===== src/rtl/muldiv_seq.sv =====
// muldiv_seq: iterative multiply/divide unit owning HI/LO (MULT, MULTU, DIV, DIVU, MTHI, MTLO).
// Works on operand magnitudes, one result bit per cycle, and applies the sign fix-up at the end.
module muldiv_seq #(
    parameter int WIDTH = 32,
    parameter int CNT_W = 5
) (
    input  logic             clk,
    input  logic             rstn,
    input  logic             start,
    input  logic [1:0]       op,
    input  logic [WIDTH-1:0] A,
    input  logic [WIDTH-1:0] B,
    input  logic             cancel,
    input  logic             hi_we,
    input  logic             lo_we,
    input  logic [WIDTH-1:0] wdata,
    output logic             busy,
    output logic             done,
    output logic [WIDTH-1:0] hi,
    output logic [WIDTH-1:0] lo
);
    typedef enum logic [2:0] {IDLE, PREP, CALC, FIX, DONE} state_t;
    localparam logic [CNT_W-1:0] LAST = CNT_W'(WIDTH - 1);

    state_t             state, state_nxt;
    logic [1:0]         op_r;
    logic [WIDTH-1:0]   a_r, b_r, opnd;
    logic [2*WIDTH-1:0] acc;
    logic [CNT_W-1:0]   cnt;
    logic               neg_q, neg_r;

    logic               is_div, is_signed;
    logic [WIDTH-1:0]   a_mag, b_mag;
    logic [WIDTH:0]     add_sum, trial;
    logic [2*WIDTH:0]   shifted;
    logic [2*WIDTH-1:0] prod_fix;
    logic [WIDTH-1:0]   quo_fix, rem_fix;

    assign is_div    = op_r[1];
    assign is_signed = ~op_r[0];
    assign busy      = (state == PREP) || (state == CALC) || (state == FIX);
    assign done      = (state == DONE);

    always_comb begin
        a_mag = a_r;
        b_mag = b_r;
        if (is_signed && a_r[WIDTH-1]) a_mag = -a_r;
        if (is_signed && b_r[WIDTH-1]) b_mag = -b_r;
    end

    // Low half of acc holds the multiplier (shifted out LSB first) or the dividend (MSB first).
    always_comb begin
        add_sum  = {1'b0, acc[2*WIDTH-1:WIDTH]} + (acc[0] ? {1'b0, opnd} : '0);
        shifted  = {acc, 1'b0};
        trial    = shifted[2*WIDTH:WIDTH] - {1'b0, opnd};
        prod_fix = neg_q ? -acc : acc;
        quo_fix  = neg_q ? -acc[WIDTH-1:0] : acc[WIDTH-1:0];
        rem_fix  = neg_r ? -acc[2*WIDTH-1:WIDTH] : acc[2*WIDTH-1:WIDTH];
    end

    always_ff @(posedge clk or negedge rstn) begin
        if (!rstn) state <= IDLE;
        else       state <= state_nxt;
    end

    always_comb begin
        state_nxt = state;
        case (state)
            IDLE:    if (start) state_nxt = PREP;
            PREP:    state_nxt = cancel ? IDLE : CALC;
            CALC:    if (cancel)           state_nxt = IDLE;
                     else if (cnt == LAST) state_nxt = FIX;
            FIX:     state_nxt = cancel ? IDLE : DONE;
            DONE:    state_nxt = IDLE;
            default: state_nxt = IDLE;
        endcase
    end

    always_ff @(posedge clk or negedge rstn) begin
        if (!rstn) begin
            op_r  <= '0;
            a_r   <= '0;
            b_r   <= '0;
            opnd  <= '0;
            acc   <= '0;
            cnt   <= '0;
            neg_q <= 1'b0;
            neg_r <= 1'b0;
            hi    <= '0;
            lo    <= '0;
        end else begin
            case (state)
                IDLE: begin
                    if (start) begin
                        op_r <= op;
                        a_r  <= A;
                        b_r  <= B;
                    end else begin
                        if (hi_we) hi <= wdata;
                        if (lo_we) lo <= wdata;
                    end
                end
                PREP: begin
                    cnt   <= '0;
                    neg_q <= is_signed & (a_r[WIDTH-1] ^ b_r[WIDTH-1]);
                    neg_r <= is_signed & a_r[WIDTH-1];
                    if (is_div) begin
                        opnd <= b_mag;
                        acc  <= {{WIDTH{1'b0}}, a_mag};
                    end else begin
                        opnd <= a_mag;
                        acc  <= {{WIDTH{1'b0}}, b_mag};
                    end
                end
                CALC: begin
                    if (cnt != LAST) cnt <= cnt + 1'b1;
                    if (!is_div)
                        acc <= {add_sum, acc[WIDTH-1:1]};
                    else if (!trial[WIDTH])
                        acc <= {trial[WIDTH-1:0], shifted[WIDTH-1:1], 1'b1};
                    else
                        acc <= {shifted[2*WIDTH-1:WIDTH], shifted[WIDTH-1:1], 1'b0};
                end
                FIX: begin
                    if (!cancel) begin
                        if (is_div) begin
                            hi <= rem_fix;
                            lo <= quo_fix;
                        end else begin
                            hi <= prod_fix[2*WIDTH-1:WIDTH];
                            lo <= prod_fix[WIDTH-1:0];
                        end
                    end
                end
                default: ;
            endcase
        end
    end
endmodule


===== config.mk =====
export PLATFORM = sky130hd
export DESIGN_NAME = muldiv_seq
export DESIGN_NICKNAME = d
export VERILOG_FILES = /design/src/rtl/muldiv_seq.sv
export SDC_FILE = /design/constraint.sdc
export NUM_CORES = 1
export LEC_CHECK = 0
export BUFFER_PORTS_ARGS = -buffer_cell sky130_fd_sc_hd__buf_2
export CAP_MARGIN = 5
export CORE_ASPECT_RATIO = 0.8
export CORE_MARGIN = 3
export CORE_UTILIZATION = 35
export DETAILED_ROUTE_END_ITERATION = 8
export HOLD_SLACK_MARGIN = 0.06
export PLACE_DENSITY = 0.53
export SYNTH_ARGS = -nofsm -noshare
export SYNTH_HDL_FRONTEND = slang
export SYNTH_SLANG_ARGS = --single-unit
export TNS_END_PERCENT = 50

===== constraint.sdc =====
create_clock -name clk -period 4.63 [get_ports clk]
set_input_delay 0 -clock clk [delete_from_list [all_inputs] [get_ports clk]]
set_output_delay 0 -clock clk [all_outputs]
set_load 0.03 [all_outputs]

### After elaboration in Yosys (flattened, before gate mapping)

Cells that the tools add are included.

* flip-flop bits (word level): 236
* latch bits: 0
* bits in writable memories: 0
* ROM bits: 0
* bits of input ports: 104
* output and inout port bits: 66
* word-level logic and storage cells: 77
* memories kept: 0

* add/subtract/negate cells: 8
* multipliers: 0
* div/mod/pow operators: 0
* magnitude comparators: 0
* equality and inequality tests: 13
* shifts and indexed selects: 0
* multiplexer cells: 29
* bitwise logic cells: 4
* reduce and logical (&&, ||, !) cells: 12

Operators with widths (count)
* 32-bit two-way mux: 15
* 64-bit two-way mux: 3
* 32-bit negator: 4
* 32-bit case mux with 2 select lines: 2
* 64-bit case mux with 2 select lines: 1
* 64-bit negator: 1
* 32-bit by 32-bit adder with 33-bit output: 1
* 33-bit by 32-bit subtractor with 33-bit output: 1
* 3-bit two-way mux: 4
* 3-bit case mux with 4 select lines: 1
* 2-bit != test (second input constant): 5
* 5-bit case mux with 2 select lines: 1
* 4-bit AND reduction: 2
* 3-bit by 2-bit equality test with 1-bit output (second input constant): 2
* 2-bit AND reduction: 3
* 5-bit by 1-bit adder with 5-bit output (second input constant): 1
* 5-bit equality test (second input constant): 1
* 5-bit two-way mux: 1
* 5-bit != test (second input constant): 1
* 2-bit nonzero test: 2
* 3-bit by 1-bit equality test with 1-bit output (second input constant): 1
* 3-bit equality test (second input constant): 1
* 3-bit logical NOT: 1
* 3-bit by 2-bit != test with 1-bit output (second input constant): 1
* other kinds (7): 10

### Longest topological paths before layout

* word-level depth: 5
* depth in mapped cells: 15
* gate-level depth less buffers: 13

### Least setup slack after synthesis

Ideal clock, no wire load.

* kind: flip-flop to flip-flop
* start: reg acc[0]
* end: reg acc[62]
* library setup time: 0.126 ns
* arrival: 3.252 ns
* required time: 4.504 ns
* slack: 1.252 ns
* stages on the path, launching flop included: 15
* path buffers: 2
* clock period less this slack: 3.378 ns
* cells stage by stage: dfrtp_1 > clkbuf_1 > inv_1 > clkbuf_1 > nor2_1 > ha_1 > o21a_1 > a211o_1 > a31oi_1 > o31a_1 > o31ai_2 > a21oi_1 > o31ai_1 > xnor2_1 > a221o_1

* longest elaborated chain between the ends: 4

Ends and longest elaborated chain
* start: declaration: RTL line 28 `logic [2*WIDTH-1:0] acc;`
* start signal: assignment: RTL line 109 `acc <= {{WIDTH{1'b0}}, a_mag};`
* start signal: assignment: RTL line 112 `acc <= {{WIDTH{1'b0}}, b_mag};`
* start signal: assignment: RTL line 118 `acc <= {add_sum, acc[WIDTH-1:1]};`
* 32-bit two-way mux: RTL line 53 `add_sum = {1'b0, acc[2*WIDTH-1:WIDTH]} + (acc[0] ? {1'b0, opnd} : '0);`
* 32-bit by 32-bit adder with 33-bit output: RTL line 53
* 64-bit two-way mux: RTL line 117 `if (!is_div)`
* 64-bit case mux with 2 select lines: RTL line 92 `case (state)`

No other way between the ends.
A chain may end at the register's enable or synchronous reset.

### Worst setup path in the final report

* start: reg acc[0]
* end: reg acc[61]

The elaborated chain is that of the path after synthesis.

==> run metrics <==
status=finished, final reports clean; DR vias=about 16000; Clock Sink Count=236; antenna violations before repair=0; Max Cap Violations=0; CTS Root Cell=clkbuf_16; fin. max-slew vios=0; GP Congestion=just over 0.9; most frequent CP cell=o211ai_1; core area=roughly 0.048 sq mm; Starting Density=35.95%; largest net degree at the start of global routing=slightly below 90; most frequent cells in the layout=266 x nand2_1, 235 x dfrtp_1, 190 x o21ai_0; die area=about 0.052 sq mm; final setup fails=0; Post-synth EDFFs=0; Tightest Pin Transition=between 1 and 1.5 ns; cell family with the largest share of critical-path delay=compound AO/OA/AOI/OAI gates; # DRC=0; Area Growth Syn to Fin=20.06%; Slowest-stage cell, CP=a2111oi_0; PortBufs=approximately 170; Worst Setup End Kind=register; NumNets Final=between 2000 and 2500; Detailed Route Iter0 Violations=about 1400; Tmin final=between 4 and 5 ns; TritonCTS Buffers=27; CTS tree=yes; max incr delay on CP=about 0.68 ns; number of global-route vias before repair=approximately 15000; asr flop ratio synth=100.0%; GRT Overall Usage=22.65%; Pwr per Cell Area=around 680 mW/mm^2; Max IR drop VDD=between 0.2 and 0.3 mV; Synth Cell Area=approximately 0.017 sq mm; worst skew pair latency=0.57 ns; Fin Clk Skew=slightly below 0.03 ns; IO Count=between 150 and 200; Final ANT Viol Nets=0; hpwl dp=45.48 mm; unrepaired setup endpoints after global routing=false; global-route wire length before repair=just over 90 mm; leakage power=roughly 9.1 nW; Slew headroom=31.42%; Power Total=roughly 14 mW; Die X-Extent=about 250 um; startpoint types=register; ratio of cells with drive above 1 in the final layout=approximately 15%; Max clock buf depth=3; Setup Buffers After CTS=0; period utilization=between 90% and 100%; H-tree Lvls=1; synthesis-stage register bit count=around 240; Yosys cell types=roughly 80; final setup TNS=0 ns; Yosys Warn Count=0; grt ovf=0; ant diodes=0; critical-path maximum fanout=28; crit path cell chain=inv_1 -> buf_4 -> nor2_1 -> ha_1 -> o211ai_1 -> a21oi_1 -> o31a_1 -> a2111oi_0 -> o21ai_0 -> a31oi_1 -> nor3_1 -> a221oi_1 -> o211ai_1; Critical Path RT=between 5 and 6 ns; Seq/Total Area, Yosys=about a third; Rows=between 70 and 80; Clk pin slew, worst setup/hold paths=~0.060 ns; Gate Count Post-Synth=roughly 2000; Worst Hold Slack=between 0.1 and 0.15 ns; final hold violations=0; WL final=59.30 mm; DRT Pass-1 Iters=5; Main synth FF type=dfrtp_1; f_max=239.0 MHz; chip height=slightly above 200 um; commonest non-fill, non-tap cell in the layout=nand2_1; Critical Path AT=4.63 ns; Synth Area per Inst=between 8 and 9 sq um; syn nets=roughly 2200; CP bufs+invs=2; mean routed wirelength per cell=between 20 and 25 um; Vias/cell=5.544; critical path class=reg -> reg; HP Class=in -> reg
## power breakdown
part           internal, mW  switching, mW  total (mW)  leakage (nW)
clock network          1.48          0.930        2.41         0.483
registers              2.77           1.12        3.89          2.92
logic                  2.88           4.75        7.63          5.69
## registers in the layout (all words and copies together), names as in the netlist
signal,count
cnt,5
opnd,32
state,3
neg_q,1
op_r,2
neg_r,1
a_r,32
lo,32
acc,64
b_r,32
hi,32
## path summary, 6_finish.rpt
kind                       slack, ns       to   start  cells after the start
hold / removal                  0.10   hi[23]   hi_we                      5
min in group asynchronous       0.50  acc[12]    rstn                      3
max in group asynchronous       2.87  a_r[31]    rstn                      4
setup reg to reg                0.45  acc[61]  acc[0]                     13
setup / recovery                0.45  acc[61]  acc[0]                     13
hold reg to reg                 0.48   lo[27]  lo[27]                      1
## worst register-to-register path, cell delays in order (launching register included)
cell and delay, ns:
dfrtp_1 0.48, inv_1 0.20, buf_4 0.32, nor2_1 0.11
ha_1 0.33, o211ai_1 0.11, a21oi_1 0.09, o31a_1 0.38
a2111oi_0 0.68, o21ai_0 0.40, a31oi_1 0.51, nor3_1 0.10
a221oi_1 0.22, o211ai_1 0.13
## cell usage after synthesis (all sizes together), types with 11 or more instances
cell | instances | share of area (%)
inv | 62 | 1.4
a31oi | 21 | 0.77
or3 | 22 | 0.80
nand3 | 22 | 0.64
a21oi | 151 | 4.4
ha | 70 | 5.1
nor2b | 14 | 0.51
and3 | 11 | 0.41
nand2b | 17 | 0.62
a21o | 29 | 1.3
a22oi | 16 | 0.70
o21ai | 195 | 5.7
nor3 | 42 | 1.4
o211ai | 23 | 1.0
xnor2 | 97 | 5.0
buf | 13 | 0.39
nand2 | 266 | 5.8
nor4 | 16 | 0.62
xor2 | 76 | 3.9
clkbuf | 107 | 2.3
mux2i | 60 | 3.5
o41ai | 16 | 0.95
dfrtp | 236 | 34
mux2 | 65 | 4.3
o31ai | 35 | 1.6
o221ai | 39 | 2.0
o21a | 11 | 0.48
a211oi | 14 | 0.61
and2 | 12 | 0.44
nor2 | 186 | 4.1
## cell type report
cell class                      instances  area, sq um
Clock buffer                           33        748.2
Clock inverter                         17        252.7
Fill cell                            4648        27120
Inverter                               62        232.7
Multi-Input combinational cell       1623        10570
Sequential cell                       236         5909
Tap cell                              620        775.7
Timing Repair Buffer                  296         2102
## metal layers
| layer | wire length, um | part of all wire, % | global-route usage, % | vias to the layer above |
|---|---|---|---|---|
| met3 | 4309 | 7.3 | 3.232 | 62 |
| met1 | 30300 | 51 | 35.89 | 7658 |
| met5 | 0 | 0 | 0 | - |
| met4 | 1256 | 2.1 | 4.817 | 0 |
| li1 | - | - | - | 7744 |
| met2 | 23430 | 40 | 32.19 | 541 |
## metrics by stage
step                      instances  cell area, sq um  utilization, %  setup WS (ns)
final                          2887             20590           43.16         0.4454
after global routing           2887             20590           43.16         0.2281
after CTS                      2887             20590           43.16         0.6367
after detailed placement       2734             18550           38.88         0.6769
after global placement         2734             18550           38.88         0.7366
after floorplan                2041             17150               -          1.252
## logic make-up (layout without fill, tap and decap cells)
group | count (synthesis) | after routing | share of synthesized area [%]
fa+ha+maj | 72 | 72 | 5.341
simple gates | 653 | 653 | 17.47
buf+inv | 182 | 408 | 4.093
mux | 125 | 125 | 7.770
flops | 236 | 236 | 34.44
xor+xnor | 173 | 173 | 8.836
compound gates | 600 | 600 | 22.05
## timing repair
action / CTS / global route
gates resized for setup: 0 / 0
endpoints found under the setup margin: 0 / 0
endpoints found under the hold margin: 303 / 0
hold buffers: 103 / 0
(Power assumes the default switching activity.)
